--- src/rtl/tetris_input_ctrl.sv ---
// PS/2 scancode stream to game-event decoder with typematic suppression,
// programmable auto-repeat for movement keys and a show-ahead event FIFO.
module tetris_input_ctrl #(
    parameter int EVENT_W       = 3,
    parameter int FIFO_DEPTH    = 8,
    parameter int REPEAT_DELAY  = 16200000,
    parameter int REPEAT_PERIOD = 5400000,
    parameter int CNT_W         = 25
) (
    input  logic                          clk_i,
    input  logic                          rst_i,
    input  logic [7:0]                    ps2_key_data_i,
    input  logic                          ps2_key_data_en_i,
    input  logic                          repeat_en_i,
    input  logic                          user_event_rd_req_i,
    output logic [EVENT_W-1:0]            user_event_o,
    output logic                          user_event_ready_o,
    output logic [$clog2(FIFO_DEPTH):0]   fifo_level_o,
    output logic                          overflow_o,
    input  logic                          clear_overflow_i
);

    localparam int AW = $clog2(FIFO_DEPTH);
    localparam int LW = AW + 1;

    localparam logic [EVENT_W-1:0] EV_NONE     = {EVENT_W{1'b0}};
    localparam logic [EVENT_W-1:0] EV_LEFT     = EVENT_W'(1);
    localparam logic [EVENT_W-1:0] EV_RIGHT    = EVENT_W'(2);
    localparam logic [EVENT_W-1:0] EV_DOWN     = EVENT_W'(3);
    localparam logic [EVENT_W-1:0] EV_ROTATE   = EVENT_W'(4);
    localparam logic [EVENT_W-1:0] EV_DROP     = EVENT_W'(5);
    localparam logic [EVENT_W-1:0] EV_PAUSE    = EVENT_W'(6);
    localparam logic [EVENT_W-1:0] EV_NEW_GAME = EVENT_W'(7);

    localparam logic [CNT_W-1:0] CNT_ZERO   = {CNT_W{1'b0}};
    localparam logic [CNT_W-1:0] CNT_ONE    = CNT_W'(1);
    localparam logic [CNT_W-1:0] CNT_DELAY  = CNT_W'(REPEAT_DELAY);
    localparam logic [CNT_W-1:0] CNT_PERIOD = CNT_W'(REPEAT_PERIOD);

    typedef enum logic [1:0] {
        ST_IDLE    = 2'd0,
        ST_EXT     = 2'd1,
        ST_BRK     = 2'd2,
        ST_EXT_BRK = 2'd3
    } state_t;

    function automatic logic [EVENT_W-1:0] map_plain(input logic [7:0] code);
        case (code)
            8'h29:   return EV_DROP;
            8'h4D:   return EV_PAUSE;
            8'h5A:   return EV_NEW_GAME;
            default: return EV_NONE;
        endcase
    endfunction

    function automatic logic [EVENT_W-1:0] map_ext(input logic [7:0] code);
        case (code)
            8'h6B:   return EV_LEFT;
            8'h74:   return EV_RIGHT;
            8'h72:   return EV_DOWN;
            8'h75:   return EV_ROTATE;
            default: return EV_NONE;
        endcase
    endfunction

    function automatic logic is_repeatable(input logic [EVENT_W-1:0] ev);
        return (ev == EV_LEFT) || (ev == EV_RIGHT) || (ev == EV_DOWN);
    endfunction

    state_t                state_r, state_nxt_s;
    logic                  make_valid_s, brk_valid_s;
    logic [EVENT_W-1:0]    make_code_s, brk_code_s;

    logic [EVENT_W-1:0]    held_r, held_nxt_s;
    logic [CNT_W-1:0]      timer_r, timer_nxt_s;
    logic                  repeat_tick_s, make_push_s, push_s;
    logic [EVENT_W-1:0]    push_data_s;

    logic [EVENT_W-1:0]    mem_r [FIFO_DEPTH];
    logic [AW-1:0]         wr_ptr_r, rd_ptr_r, rd_ptr_nxt_s;
    logic [LW-1:0]         level_r, level_nxt_s;
    logic                  pop_s, full_s, wr_s, ovf_set_s;
    logic [EVENT_W-1:0]    head_r, head_nxt_s;
    logic                  ready_r, overflow_r;

    // Decoder state register
    always_ff @(posedge clk_i or posedge rst_i) begin
        if (rst_i) begin
            state_r <= ST_IDLE;
        end else begin
            state_r <= state_nxt_s;
        end
    end

    // Decoder next state and make/break classification
    always_comb begin
        state_nxt_s  = state_r;
        make_valid_s = 1'b0;
        make_code_s  = EV_NONE;
        brk_valid_s  = 1'b0;
        brk_code_s   = EV_NONE;
        if (ps2_key_data_en_i) begin
            case (state_r)
                ST_IDLE: begin
                    if (ps2_key_data_i == 8'hE0) begin
                        state_nxt_s = ST_EXT;
                    end else if (ps2_key_data_i == 8'hF0) begin
                        state_nxt_s = ST_BRK;
                    end else begin
                        state_nxt_s  = ST_IDLE;
                        make_code_s  = map_plain(ps2_key_data_i);
                        make_valid_s = (make_code_s != EV_NONE);
                    end
                end
                ST_EXT: begin
                    if (ps2_key_data_i == 8'hF0) begin
                        state_nxt_s = ST_EXT_BRK;
                    end else begin
                        state_nxt_s  = ST_IDLE;
                        make_code_s  = map_ext(ps2_key_data_i);
                        make_valid_s = (make_code_s != EV_NONE);
                    end
                end
                ST_BRK: begin
                    state_nxt_s = ST_IDLE;
                    brk_valid_s = 1'b1;
                    brk_code_s  = map_plain(ps2_key_data_i);
                end
                ST_EXT_BRK: begin
                    state_nxt_s = ST_IDLE;
                    brk_valid_s = 1'b1;
                    brk_code_s  = map_ext(ps2_key_data_i);
                end
                default: state_nxt_s = ST_IDLE;
            endcase
        end else begin
            state_nxt_s = state_r;
        end
    end

    // A make of the already-held key is keyboard typematic and is swallowed
    assign repeat_tick_s = (held_r != EV_NONE) && repeat_en_i && (timer_r == CNT_ONE);
    assign make_push_s   = make_valid_s && (make_code_s != held_r);
    assign push_s        = make_push_s || repeat_tick_s;
    assign push_data_s   = make_push_s ? make_code_s : held_r;

    // Held key and repeat timer next state; a decoded make displaces a tick
    always_comb begin
        held_nxt_s  = held_r;
        timer_nxt_s = timer_r;
        if (make_push_s && is_repeatable(make_code_s)) begin
            held_nxt_s  = make_code_s;
            timer_nxt_s = CNT_DELAY;
        end else if (brk_valid_s && (held_r != EV_NONE) && (brk_code_s == held_r)) begin
            held_nxt_s  = EV_NONE;
            timer_nxt_s = CNT_ZERO;
        end else if (repeat_tick_s) begin
            timer_nxt_s = CNT_PERIOD;
        end else if ((held_r != EV_NONE) && repeat_en_i && (timer_r > CNT_ONE)) begin
            timer_nxt_s = timer_r - CNT_ONE;
        end else begin
            timer_nxt_s = timer_r;
        end
    end

    // Held key and repeat timer registers
    always_ff @(posedge clk_i or posedge rst_i) begin
        if (rst_i) begin
            held_r  <= EV_NONE;
            timer_r <= CNT_ZERO;
        end else begin
            held_r  <= held_nxt_s;
            timer_r <= timer_nxt_s;
        end
    end

    assign pop_s        = user_event_rd_req_i && (level_r != {LW{1'b0}});
    assign full_s       = (level_r == LW'(FIFO_DEPTH));
    assign wr_s         = push_s && (!full_s || pop_s);
    assign ovf_set_s    = push_s && full_s && !pop_s;
    assign rd_ptr_nxt_s = pop_s ? (rd_ptr_r + AW'(1)) : rd_ptr_r;

    // FIFO level and registered head (bypasses a write landing on the new head)
    always_comb begin
        case ({wr_s, pop_s})
            2'b10:   level_nxt_s = level_r + LW'(1);
            2'b01:   level_nxt_s = level_r - LW'(1);
            default: level_nxt_s = level_r;
        endcase
        if (wr_s && (wr_ptr_r == rd_ptr_nxt_s)) begin
            head_nxt_s = push_data_s;
        end else begin
            head_nxt_s = mem_r[rd_ptr_nxt_s];
        end
    end

    // FIFO storage, pointers and status registers
    always_ff @(posedge clk_i or posedge rst_i) begin
        if (rst_i) begin
            for (int i = 0; i < FIFO_DEPTH; i++) begin
                mem_r[i] <= EV_NONE;
            end
            wr_ptr_r   <= {AW{1'b0}};
            rd_ptr_r   <= {AW{1'b0}};
            level_r    <= {LW{1'b0}};
            head_r     <= EV_NONE;
            ready_r    <= 1'b0;
            overflow_r <= 1'b0;
        end else begin
            if (wr_s) begin
                mem_r[wr_ptr_r] <= push_data_s;
                wr_ptr_r        <= wr_ptr_r + AW'(1);
            end
            rd_ptr_r <= rd_ptr_nxt_s;
            level_r  <= level_nxt_s;
            head_r   <= head_nxt_s;
            ready_r  <= (level_nxt_s != {LW{1'b0}});
            if (ovf_set_s) begin
                overflow_r <= 1'b1;
            end else if (clear_overflow_i) begin
                overflow_r <= 1'b0;
            end
        end
    end

    assign user_event_o       = head_r;
    assign user_event_ready_o = ready_r;
    assign fifo_level_o       = level_r;
    assign overflow_o         = overflow_r;

endmodule

--- config.mk ---
export PLATFORM = sky130hd
export DESIGN_NAME = tetris_input_ctrl
export DESIGN_NICKNAME = d
export VERILOG_FILES = /design/src/rtl/tetris_input_ctrl.sv
export SDC_FILE = /design/constraint.sdc
export NUM_CORES = 1
export LEC_CHECK = 0
export ABC_AREA = 1
export CELL_PAD_IN_SITES_DETAIL_PLACEMENT = 0
export CELL_PAD_IN_SITES_GLOBAL_PLACEMENT = 1
export CORE_UTILIZATION = 47
export DETAILED_ROUTE_END_ITERATION = 8
export GPL_ROUTABILITY_DRIVEN = 0
export PLACE_DENSITY_LB_ADDON = 0.15
export SYNTH_ARGS = -nofsm -noshare
export SYNTH_HDL_FRONTEND = slang
export SYNTH_SLANG_ARGS = --single-unit
--- constraint.sdc ---
create_clock -name clk_i -period 5.8 [get_ports clk_i]
set_clock_uncertainty 0.2 [all_clocks]
set_input_delay 1.74 -clock clk_i [delete_from_list [all_inputs] [get_ports clk_i]]
set_output_delay 1.74 -clock clk_i [all_outputs]
set_load 0.1 [all_outputs]
# Word level (Yosys, flattened, before mapping)
# Cells that the tools add are included.
dict set report op_classes {
  add_sub_neg 5
  bitwise 2
  magnitude_cmp 4
  mux 45
  n_reduce_logical 29
  n_eq_ne 22
}
# operator n
set op_table {}
lappend op_table {{$mux 25} 4}
lappend op_table {{$mux 3} 20}
lappend op_table {{$eq 8x7->1 const B} 6}
lappend op_table {{$eq 25x1->1 const B} 1}
lappend op_table {{$gt 25x1->1 const B} 1}
lappend op_table {{$sub 25x1->25 const B} 1}
lappend op_table {{$bwmux 24} 1}
lappend op_table {{$eq 8x8->1 const B} 2}
lappend op_table {{$logic_and 1x1->1} 13}
lappend op_table {{$pmux 3 s2} 2}
lappend op_table {{$pmux 3 s4} 1}
lappend op_table {{$reduce_bool 4->1} 3}
lappend op_table {{$bmux 3 s3} 1}
lappend op_table {{$demux 3 s3} 1}
lappend op_table {{$pmux 3 s3} 1}
lappend op_table {{$reduce_bool 3->1} 3}
lappend op_table {{$eq 8x6->1 const B} 1}
lappend op_table {{$ge 4x4->1 const B} 2}
lappend op_table {{$mux 1} 8}
lappend op_table {{$not 3->4} 2}
lappend op_table {{$pmux 4 s2} 1}
lappend op_table {{$add 3x1->3 const B} 2}
lappend op_table {{$eq 2x2->1 const B} 3}
lappend op_table {{$eq 3x2->1 const B} 2}
lappend op_table {{other kinds (16)} 25}
dict set report totals {
  register_bits 69
  wordCells 124
  out_inout_bits 9
}

# Depth between registers and ports, before layout
# Gate-level depths: netlist (run 1).
dict set report logic_depth {
  ltp_word 17
  ltp_mapped 26
}

# Least setup slack after synthesis (run 1)
# No wires, ideal clock.
dict set report synth_path {
  path_kind {in2reg}
  start {input port ps2_key_data_i[7]}
  end {register ready_r, in the netlist user_event_ready_o}
  cell_stages 22
  path_buffers 1
  t_arrival_ns 4.247
  setup_ns 0.120
  setup_slack_ns 1.234
  cell_sequence {inv_1 > nand2_1 > nor2_2 > nand2_1 > nand2_1 > o21ai_0 > a21oi_2 > o21ai_2 > nand2_1 > buf_2 > nand2_2 > ha_1 > nand2_1 > inv_1 > nor2_1 > nand2_1 > nor2_1 > a31oi_1 > a211oi_1 > xor2_1 > nor2_1 > nand2_1}
}
dict set report synth_between {
  elab_chain_cells 17
}
# element line
set synth_rtl {}
lappend synth_rtl {{start: declaration} 12} ;# input logic [7:0] ps2_key_data_i,
lappend synth_rtl {{$eq 8x7->1 or $eq 8x6->1 (tied branches)} 48} ;# case (code)
lappend synth_rtl {{$pmux 3 s3} 48}
lappend synth_rtl {{$mux 3} 107} ;# end else if (ps2_key_data_i == 8'hF0) begin
lappend synth_rtl {{$mux 3} 105} ;# if (ps2_key_data_i == 8'hE0) begin
lappend synth_rtl {{$mux 3} 103} ;# case (state_r)
lappend synth_rtl {{$mux 3} 102} ;# if (ps2_key_data_en_i) begin
lappend synth_rtl {{$mux 3 or $reduce_bool 3->1 (tied branches)} {107, 112}}
lappend synth_rtl {{$mux 3 or $mux 1 (tied branches)} {105, 107}}
lappend synth_rtl {{[... 2 more ...]} -}
lappend synth_rtl {{$ne 3x3->1 or $mux 1 (tied branches)} {143, 102}}
lappend synth_rtl {{$logic_and 1x1->1 *} 143} ;# assign make_push_s = make_valid_s && (make_code_s != held_r);
lappend synth_rtl {{$logic_or 1x1->1 *} 144} ;# assign push_s = make_push_s || repeat_tick_s;
lappend synth_rtl {{$logic_and 1x1->1 *} 179} ;# assign wr_s = push_s && (!full_s || pop_s);
lappend synth_rtl {{$eq 2x1->1 or $eq 2x2->1 (tied branches)} 185} ;# case ({wr_s, pop_s})
lappend synth_rtl {{$pmux 4 s2 *} 185}
lappend synth_rtl {{via level_nxt_s[3]} 81} ;# logic [LW-1:0] level_r, level_nxt_s;
lappend synth_rtl {{$reduce_bool 4->1 *} 217} ;# ready_r <= (level_nxt_s != {LW{1'b0}});
lappend synth_rtl {{end signal: assignment} 217}
lappend synth_rtl {{end: declaration} 84} ;# logic ready_r, overflow_r;
# The timed path passes the listed nets; every way through them passes the cells marked *. The select of a mux whose other input is x is not followed.
# A chain may end at the register's enable or synchronous reset.

# Worst setup path in the final report (run 1)
dict set report layout_path {
  start {input port ps2_key_data_i[6]}
  end {register ready_r, in the netlist user_event_ready_o}
}
# The elaborated chain is that of the path after synthesis.

==> run_results.csv, run 1 <==
group,metric,value,unit
run_status,status,"completed",
yosys,ys_seq_area_share,37.00,%
power,netSwitchingFraction,48.74,%
finish,area_growth,11.50,%
finish,fin_cells,851,
routing,dr.pass1.iters,5,
floorplanning,die_h,101.7,um
finish,nFillCells,989,
critical_path,crit_arrival,4.94,ns
yosys,avgSynthCellArea,6.793,um2
critical_path,path_max_fanout,5,
critical_path,cp-start-kind,"input pin",
yosys,synth.area.top_cells,"dfrtp_1 37%, nand2_1 18%, nor2_1 8.0%",
yosys,yosys.area.top_type,"dfrtp_1",
power,vdd_ir_drop_max,0.2283,mV
sta,fin_ws,0.9646,ns
finish,final_core_util,53.73,%
cts,cts-root-buf,"clkbuf_8",
global_routing,grt_pass1_wl,20.83,mm
sta,fin_crit_sh,83.37,%
yosys,synth_common_cells,"225 x nand2_1, 100 x nor2_1, 73 x nand3_1, 69 x dfrtp_1, 67 x inv_1",
floorplanning,start_util,48.19,%
sta,final.setup.tns,0,ns
finish,fin_nets,734,
cts,cts-resized-gates,0,
cts,hold_buffers,0,
yosys,synth-main-ff-cell,"dfrtp_1",
cts,clock-sinks,69,
sta,max_freq,206.8,MHz
power,p_leak,2.725,nW
power,comb_power_share,48.9,%
critical_path,max_stage_delay,0.51,ns
finish,drive_gt1_share,6.825,%
floorplanning,core,9684,um2
critical_path,crit_path_top_delay_cell,"clkdlybuf4s50_1",
global_routing,first_global_vias,4298,
sta,rsz0062_at_grt,"false",
cts,cts_tree,"done",
floorplanning,rows,36,
power,power_density,417.2,nW/um2
global_routing,antenna_found_initial,0,
yosys,synth_area,4667,um2
placed_design,place_ws,0.6036,ns
yosys,synth-edff-count,0,
placed_design,dpl.hpwl,8.870,mm
cts,postCtsSetupRepairBufs,0,
global_routing,grtUsageTotal,26.03,%
power,internal_power,0.001113,W
floorplanning,die_x,101.7,um
cts,ctsLongestPathBuffers,2,
cts,cts_max_level,3,
global_routing,grt_max_degree,40,
yosys,post-synth-top-count-cell,"nand2_1",
global_routing,gr-total-overflow,0,
yosys,yosysWarnings,0,
min_path,hold_path.class,"register to register",
power,clock_power_share,16.9,%
sta,fin_hold_ws,0.2748,ns
sta,final_hold_viol_count,0,
routing,drt_iter0_drc,325,
critical_path,crit_type,"input pin to register",
sta,tightest_slew,1.089,ns
yosys,ys_seq_elements,69,
yosys,netlist.area_leader.share,37.00,%
routing,ant_nets,0,
routing,wirelength,12.21,mm
routing,routed_via_density,5.342,
yosys,async_reset_ff_share,100.0,%
critical_path,crit_buf_inv,2,
floorplanning,boundaryPins,23,
floorplanning,die-area,10330,um2
sta,setup_viol,0,
critical_path,crit_family,"simple AND/OR/NAND/NOR gates",
placed_design,dpl.cell_count,835,
yosys,syn_nets,708,
power,switchingPower,0.001058,W
critical_path,crit_path_end_kind,"register",
yosys,syn_inst,687,
critical_path,cp.required,5.90,ns
routing,drc,0,
sta,min_period,4.835,ns
sta,drv_slew,0,
critical_path,crit_top_cell,"nand2_1",
cts,numCtsBuffers,9,
cts,clk_latency,0.36,ns
finish,diodes,0,
routing,wire_per_inst,14.35,um
power,seqPwrFrac,34.2,%
sta,maxSlewHeadroom,26.76,%
routing,vias,4546,
flow_run,max_cap_viol_count,0,
yosys,synth.distinct_cells,46,
cts,clkTransAtPathRegs,0.08,ns
placed_design,portBuffers,22,
## through the flow
step           instance area, um2  total power, W
2_1_floorplan                4667        0.001568
3_3_place_gp                 5029        0.001792
3_5_place_dp                 5029        0.001807
4_1_cts                      5204        0.002178
5_1_grt                      5204        0.002355
6_report                     5204        0.002171
## worst reg2reg max path, delay by kind of cell (launching register included)
family          cells  cell delay [ns]
simple gates       15             1.64
flops               1             0.44
compound gates      3             0.36
fa+ha+maj           1             0.26
xor+xnor            1             0.21
buf+inv             2             0.12
## kinds of logic (layout without fill, tap and decap cells)
kind of cell,count (synthesis),after routing,share of synthesized area [%]
muxes,4,4,0.8579
buffers and inverters,84,115,7.372
DFF,69,69,37.00
adders and majority gates,7,7,1.877
and+or+nand+nor,449,449,41.47
xor gates and xnor gates,20,20,3.753
AOI/OAI and AO/OA,54,54,7.667
## cells in the final DEF (no fill, tap or decap), drive strengths merged, types with 3 or more instances in the layout
cell type | synthesis | layout
nor4 | 3 | 3
o22a | 4 | 4
buf | 9 | 7
nand3 | 76 | 76
clkinvlp | 0 | 4
nand4 | 24 | 24
nor2 | 105 | 105
o21ai | 22 | 22
inv | 69 | 71
nand2 | 230 | 230
xnor2 | 6 | 6
ha | 7 | 7
clkdlybuf4s50 | 0 | 22
nor3 | 7 | 7
clkbuf | 5 | 10
a21oi | 12 | 12
xor2 | 14 | 14
dfrtp | 69 | 69
o21bai | 4 | 4
mux2i | 4 | 4
## registers in the layout, indices dropped and copies added (netlist names)
name and count:
timer_r 25, mem_r 24, fifo_level_o 4, held_r 3, rd_ptr_r 3, user_event_o 3, wr_ptr_r 3, state_r 2
overflow_o 1, user_event_ready_o 1
## power groups by stage
stage / sequential (W) / clock [W] / combinational (W)
6_report: 0.000742 / 0.000368 / 0.00106
2_1_floorplan: 0.000880 / 0 / 0.000688
4_1_cts: 0.000740 / 0.000376 / 0.00106
5_1_grt: 0.000760 / 0.000397 / 0.00120
3_3_place_gp: 0.000746 / 0 / 0.00105
3_5_place_dp: 0.000750 / 0 / 0.00106
## metal layers
layer | GRT usage, % | share of wire [%] | vias to the layer above
li1 | - | - | 2279
met1 | 33.13 | 46 | 2137
met2 | 45.22 | 49 | 113
met3 | 4.141 | 3.7 | 17
met4 | 7.915 | 1.3 | 0
met5 | 0 | 0 | -
## worst paths after layout
path	cells after the start	start	slack, ns	to
min in group asynchronous	2	rst_i	1.66	overflow_o
min	2	mem_r[20]	0.27	mem_r[20]
max	25	ps2_key_data_i[6]	0.96	user_event_ready_o
max in group asynchronous	3	rst_i	2.78	mem_r[3]
max reg2reg	22	state_r[0]	2.54	user_event_ready_o
min reg2reg	2	mem_r[20]	0.27	mem_r[20]
## cell type report
class                      instances  area, um2  area share (%)
multi-input combinational        534       2596           49.89
sequential                        69       1727           33.18
clock buffer                      10      127.6           2.453
inverter                          70      266.5           5.121
tap                              133      166.4           3.198
clock inverter                     6      47.55          0.9137
timing repair buffer              29      272.8           5.242
Power figures use the tool's default switching activity.
==> run 2: changes to the inputs <==
- CORE_UTILIZATION: 47 -> 40
- clock period: 5.8 -> 4.26 ns (I/O delays scaled with it)
==> run 2 against run 1 <==
Against the previous run:
- die area increased by 17%
- combinational power increased by 43%
- non-clock buffer count increased by 30
- sequential power increased by 37%
- via count increased by 0.99%
- final area increased by 8.9%
- first-iteration DRC count decreased by 8.9%
- setup slack got worse by 0.42 ns
- critical endpoint unchanged
- largest power group unchanged
==> run_results.csv, run 2 (synthesized netlist as in run 1, its figures left out) <==
group,metric,value,unit
routing,wire_per_inst,14.58,um
floorplanning,die_h,110.0,um
cts,hold_buffers,0,
routing,drc,0,
critical_path,path_max_fanout,4,
power,p_leak,3.036,nW
finish,fin_cells,890,
finish,nFillCells,1126,
finish,multi_input_area,2669,um2
finish,final_common_cell,"nand2_1",
cts,cts_tree,"done",
finish,largest_reg_flops,25,
sta,tightest_slew,0.9663,ns
min_path,hold_path.class,"register to register",
global_routing,grt_pass1_wl,21.23,mm
cts,cts_max_level,3,
routing,dr.pass1.iters,5,
finish,diodes,0,
power,power_density,590.4,nW/um2
cts,clock-sinks,69,
placed_design,dpl.cell_count,873,
sta,final.setup.tns,0,ns
finish,final_core_util,49.83,%
critical_path,crit_type,"input pin to register",
sta,fin_crit_sh,87.16,%
floorplanning,core,11370,um2
finish,fin_nets,764,
sta,fin_ws,0.5471,ns
cts,numCtsBuffers,9,
global_routing,antenna_found_initial,0,
cts,clkTransAtPathRegs,0.05,ns
finish,seqCellArea,1727,um2
sta,max_freq,269.3,MHz
floorplanning,rows,39,
critical_path,cp-start-kind,"input pin",
placed_design,place_ws,-0.2051,ns
placed_design,dpl.hpwl,9.514,mm
routing,vias,4591,
global_routing,gr-total-overflow,0,
sta,setup_viol,0,
flow_run,max_cap_viol_count,0,
sta,min_period,3.713,ns
global_routing,first_global_vias,4301,
floorplanning,die-area,12100,um2
run_status,status,"completed",
critical_path,crit_path_end_kind,"register",
floorplanning,start_util,41.05,%
routing,drt_iter0_drc,296,
routing,wirelength,12.98,mm
critical_path,cp.required,4.29,ns
sta,final_hold_viol_count,0,
floorplanning,boundaryPins,23,
cts,cts-root-buf,"clkbuf_16",
global_routing,grt_max_degree,34,
placed_design,postPlaceCellArea,5244,um2
finish,largest_register,"timer_r",
critical_path,crit_arrival,3.74,ns
power,vdd_ir_drop_max,0.4291,mV
sta,drv_slew,0,
cts,clk_latency,0.34,ns
global_routing,grtUsageTotal,23.20,%
sta,rsz0062_at_grt,"false",
floorplanning,die_x,110.0,um
finish,final_area,5665,um2
sta,maxSlewHeadroom,35.38,%
finish,drive_gt1_share,13.39,%
finish,area_growth,21.39,%
routing,ant_nets,0,
placed_design,portBuffers,22,
routing,routed_via_density,5.158,
cts,ctsLongestPathBuffers,2,
finish,final_cell_mix,"217 x nand2_1, 96 x nor2_1, 73 x nand3_1",
-- run 2: path summary, 6_finish.rpt --
check,slack [ns],cells past startpoint,from,end
worst max-delay path,0.55,25,ps2_key_data_i[1],user_event_ready_o
worst max register to register,1.19,17,timer_r[12],user_event_ready_o
worst min-delay path,0.27,2,mem_r[17],mem_r[17]
worst min register to register,0.27,2,mem_r[17],mem_r[17]
max in group asynchronous,1.94,3,rst_i,mem_r[5]
min in group asynchronous,1.18,2,rst_i,mem_r[22]
-- run 2: cell type report --
cell class | instances | area share, %
multi-input cells | 534 | 47.11
flip-flops and latches | 69 | 30.48
repair buffers | 59 | 9.011
inverters | 70 | 4.704
clock buffers | 10 | 4.218
well taps | 143 | 3.158
clock inverters | 5 | 1.325
-- run 2: worst max-delay path, cell delays in order --
cell and delay [ns]:
dlymetal6s2s_1 0.15, inv_1 0.08, nand2_1 0.09, nor2_1 0.11, nand2_1 0.07, nand2_1 0.10, nand2_1 0.07, nand2_2 0.09
nand3_1 0.07, nand2_1 0.08, nand2_1 0.06, o21ai_2 0.16, nand2_1 0.10, nand2_2 0.08, ha_2 0.20, nand2_1 0.07
inv_1 0.08, nor2_2 0.04, nand2_1 0.07, nor2_2 0.05, buf_4 0.13, a211oi_2 0.24, xor2_1 0.11, nor2_1 0.10
nand2_1 0.05
-- run 2: power by group --
part	leakage [nW]	internal, W	switching (W)
registers	0.885	0.000826	0.000191
clock network	0.158	0.000522	0.000283
logic	1.99	0.000511	0.00101
total	3.04	0.00186	0.00149
-- run 2: timing repair --
action,in CTS,in global routing
gates resized for setup,0,30
endpoints found under the setup margin,0,3
setup buffers,0,2
-- run 2: through the flow --
| stage | hold slack (ns) | power (W) |
|---|---|---|
| floorplan | 0.2422 | 0.002135 |
| global route | 0.2974 | 0.003586 |
| detailed placement | 0.2585 | 0.002509 |
| CTS | 0.2726 | 0.003330 |
| global placement | 0.2554 | 0.002491 |
| finish | 0.2675 | 0.003345 |
-- run 2: per-layer routing --
| layer | part of all wire, % | GRT usage (%) | up-vias |
|---|---|---|---|
| met5 | 0 | 0 | - |
| met4 | 1.8 | 9.714 | 0 |
| met3 | 4.2 | 4.350 | 15 |
| met1 | 47 | 30.45 | 2143 |
| met2 | 47 | 37.37 | 96 |
| li1 | - | - | 2337 |
==> run 3: changes to the inputs <==
- ABC_CLOCK_PERIOD_IN_PS: unset -> 4260
- GPL_ROUTABILITY_DRIVEN: 0 -> unset
==> run 3 against run 2 <==
Against the previous run:
- sequential share of layout area rose by 0.26 points
- setup slack got worse by 0.39 ns
- maximum frequency fell by 9.4%
- first-iteration DRC count fell by 4.7%
- hold slack improved by 0.0091 ns
- critical path depth rose by 1
- sequential power barely moved
- combinational power barely moved
- die area did not move
- core utilization fell by 0.42 points
- power fell by 0.72%
- critical path type unchanged
- largest power group unchanged
==> run_results.csv, run 3 (synthesized netlist as in run 1, its figures left out) <==
group,metric,value,unit
floorplanning,die-area,12100,um2
routing,wire_per_inst,14.46,um
floorplanning,core,11370,um2
finish,area_growth,20.38,%
sta,maxSlewHeadroom,34.12,%
routing,vias,4540,
critical_path,crit_type,"input pin to register",
run_status,status,"completed",
finish,final_area,5618,um2
critical_path,path_max_fanout,4,
critical_path,crit_arrival,4.17,ns
finish,final_common_cell,"nand2_1",
sta,min_period,4.099,ns
routing,drt_iter0_drc,282,
placed_design,portBuffers,22,
floorplanning,die_x,110.0,um
routing,routed_via_density,5.118,
global_routing,grt_max_degree,70,
global_routing,grtUsageTotal,23.07,%
sta,drv_slew,0,
power,p_leak,2.956,nW
critical_path,max_stage_delay,0.45,ns
flow_run,max_cap_viol_count,0,
finish,final_cell_mix,"215 x nand2_1, 96 x nor2_1, 73 x nand3_1",
cts,cts_max_level,3,
cts,clkTransAtPathRegs,0.06,ns
global_routing,antenna_found_initial,0,
cts,ctsLongestPathBuffers,2,
placed_design,dpl.hpwl,9.288,mm
min_path,hold_path.class,"register to register",
finish,final_core_util,49.41,%
critical_path,crit_buf_inv,3,
critical_path,cp-start-kind,"input pin",
placed_design,gp_congestion,0.8900,
finish,largest_register,"timer_r",
critical_path,crit_family,"simple AND/OR/NAND/NOR gates",
sta,tightest_slew,0.9850,ns
finish,nFillCells,1159,
global_routing,first_global_vias,4243,
global_routing,gr-total-overflow,0,
routing,drc,0,
cts,clock-sinks,69,
finish,diodes,0,
sta,setup_viol,0,
cts,cts-root-buf,"clkbuf_16",
sta,final_hold_viol_count,0,
sta,fin_crit_sh,96.23,%
power,finalPower,0.003321,W
routing,wirelength,12.83,mm
sta,fin_hold_ws,0.2766,ns
cts,numCtsBuffers,9,
finish,fin_nets,760,
placed_design,postPlaceCellArea,5221,um2
finish,largest_reg_flops,25,
sta,max_freq,243.9,MHz
cts,clk_latency,0.34,ns
critical_path,cp.required,4.33,ns
routing,dr.pass1.iters,7,
cts,cts_tree,"done",
floorplanning,start_util,41.05,%
floorplanning,rows,39,
critical_path,crit_path_end_kind,"register",
power,power_density,591.1,nW/um2
floorplanning,die_h,110.0,um
routing,ant_nets,0,
critical_path,crit_path_top_delay_cell,"clkdlybuf4s50_1",
critical_path,crit_top_cell,"nand2_1",
floorplanning,boundaryPins,23,
power,vdd_ir_drop_max,0.4022,mV
finish,drive_gt1_share,12.63,%
global_routing,grt_pass1_wl,21.15,mm
## run 3: changes by cell type in the layout (fill, tap and decap cells not counted), moves of 2 or more
| cell | before | now |
|---|---|---|
| clkdlybuf4s50_1 | 11 | 16 |
| dlymetal6s2s_1 | 8 | 3 |
| buf_4 | 40 | 36 |
| clkbuf_1 | 0 | 3 |
| clkinv_2 | 4 | 2 |
| nand2_1 | 217 | 215 |
| nand2_2 | 10 | 12 |
## run 3: power breakdown
part	internal (W)	total, W	switching [W]
clock	0.000512	0.000799	0.000287
combinational	0.000503	0.00151	0.00100
sequential	0.000826	0.00101	0.000187
total	0.00184	0.00332	0.00148
## run 3: per-stage QoR
| step | worst slack, ns | instances | setup TNS [ns] |
|---|---|---|---|
| 2_1_floorplan | 0.1555 | 687 | 0 |
| 6_report | 0.1606 | 887 | 0 |
| 3_5_place_dp | -0.1955 | 870 | -0.3361 |
| 4_1_cts | 0.1521 | 886 | 0 |
| 3_3_place_gp | -0.1321 | 870 | -0.1753 |
| 5_1_grt | -0.08329 | 887 | -0.08329 |
## run 3: repair_timing
| action | CTS | global route |
|---|---|---|
| resized for setup | 0 | 26 |
| setup buffers | 0 | 1 |
| endpoints found under the setup margin | 0 | 3 |
| hold endpoints to repair | 0 | 0 |
| hold buffers | 0 | 0 |
## run 3: final cells by class
class | instances | area (um2) | share of cell area, %
multi-input cells | 534 | 2669 | 47.51
repair buffers | 55 | 467.9 | 8.330
clock buffers | 12 | 236.5 | 4.209
flip-flops and latches | 69 | 1727 | 30.74
inverters | 70 | 266.5 | 4.744
well taps | 143 | 178.9 | 3.185
clock inverters | 4 | 72.57 | 1.292
## run 3: path summary, 6_finish.rpt
check / slack [ns] / end / cells past startpoint / startpoint
max reg2reg: 1.20 / user_event_ready_o / 19 / timer_r[12]
min: 0.28 / mem_r[4] / 2 / mem_r[4]
min in group asynchronous: 1.34 / mem_r[22] / 3 / rst_i
min reg2reg: 0.28 / mem_r[4] / 2 / mem_r[4]
max in group asynchronous: 1.91 / timer_r[22] / 3 / rst_i
max: 0.16 / user_event_ready_o / 26 / ps2_key_data_i[5]
## run 3: routing by layer
layer	wire length, um	part of all wire [%]	GRT usage (%)	vias up
li1	-	-	-	2327
met1	6173	48	31.14	2106
met2	5932	46	36.47	82
met3	395	3.1	3.469	25
met4	327	2.5	10.29	0
met5	0	0	0	-
## run 3: worst min-delay path: stages (launching register included)
cell     delay [ns]
dfrtp_1        0.34
nand2_1        0.05
nand2_1        0.05
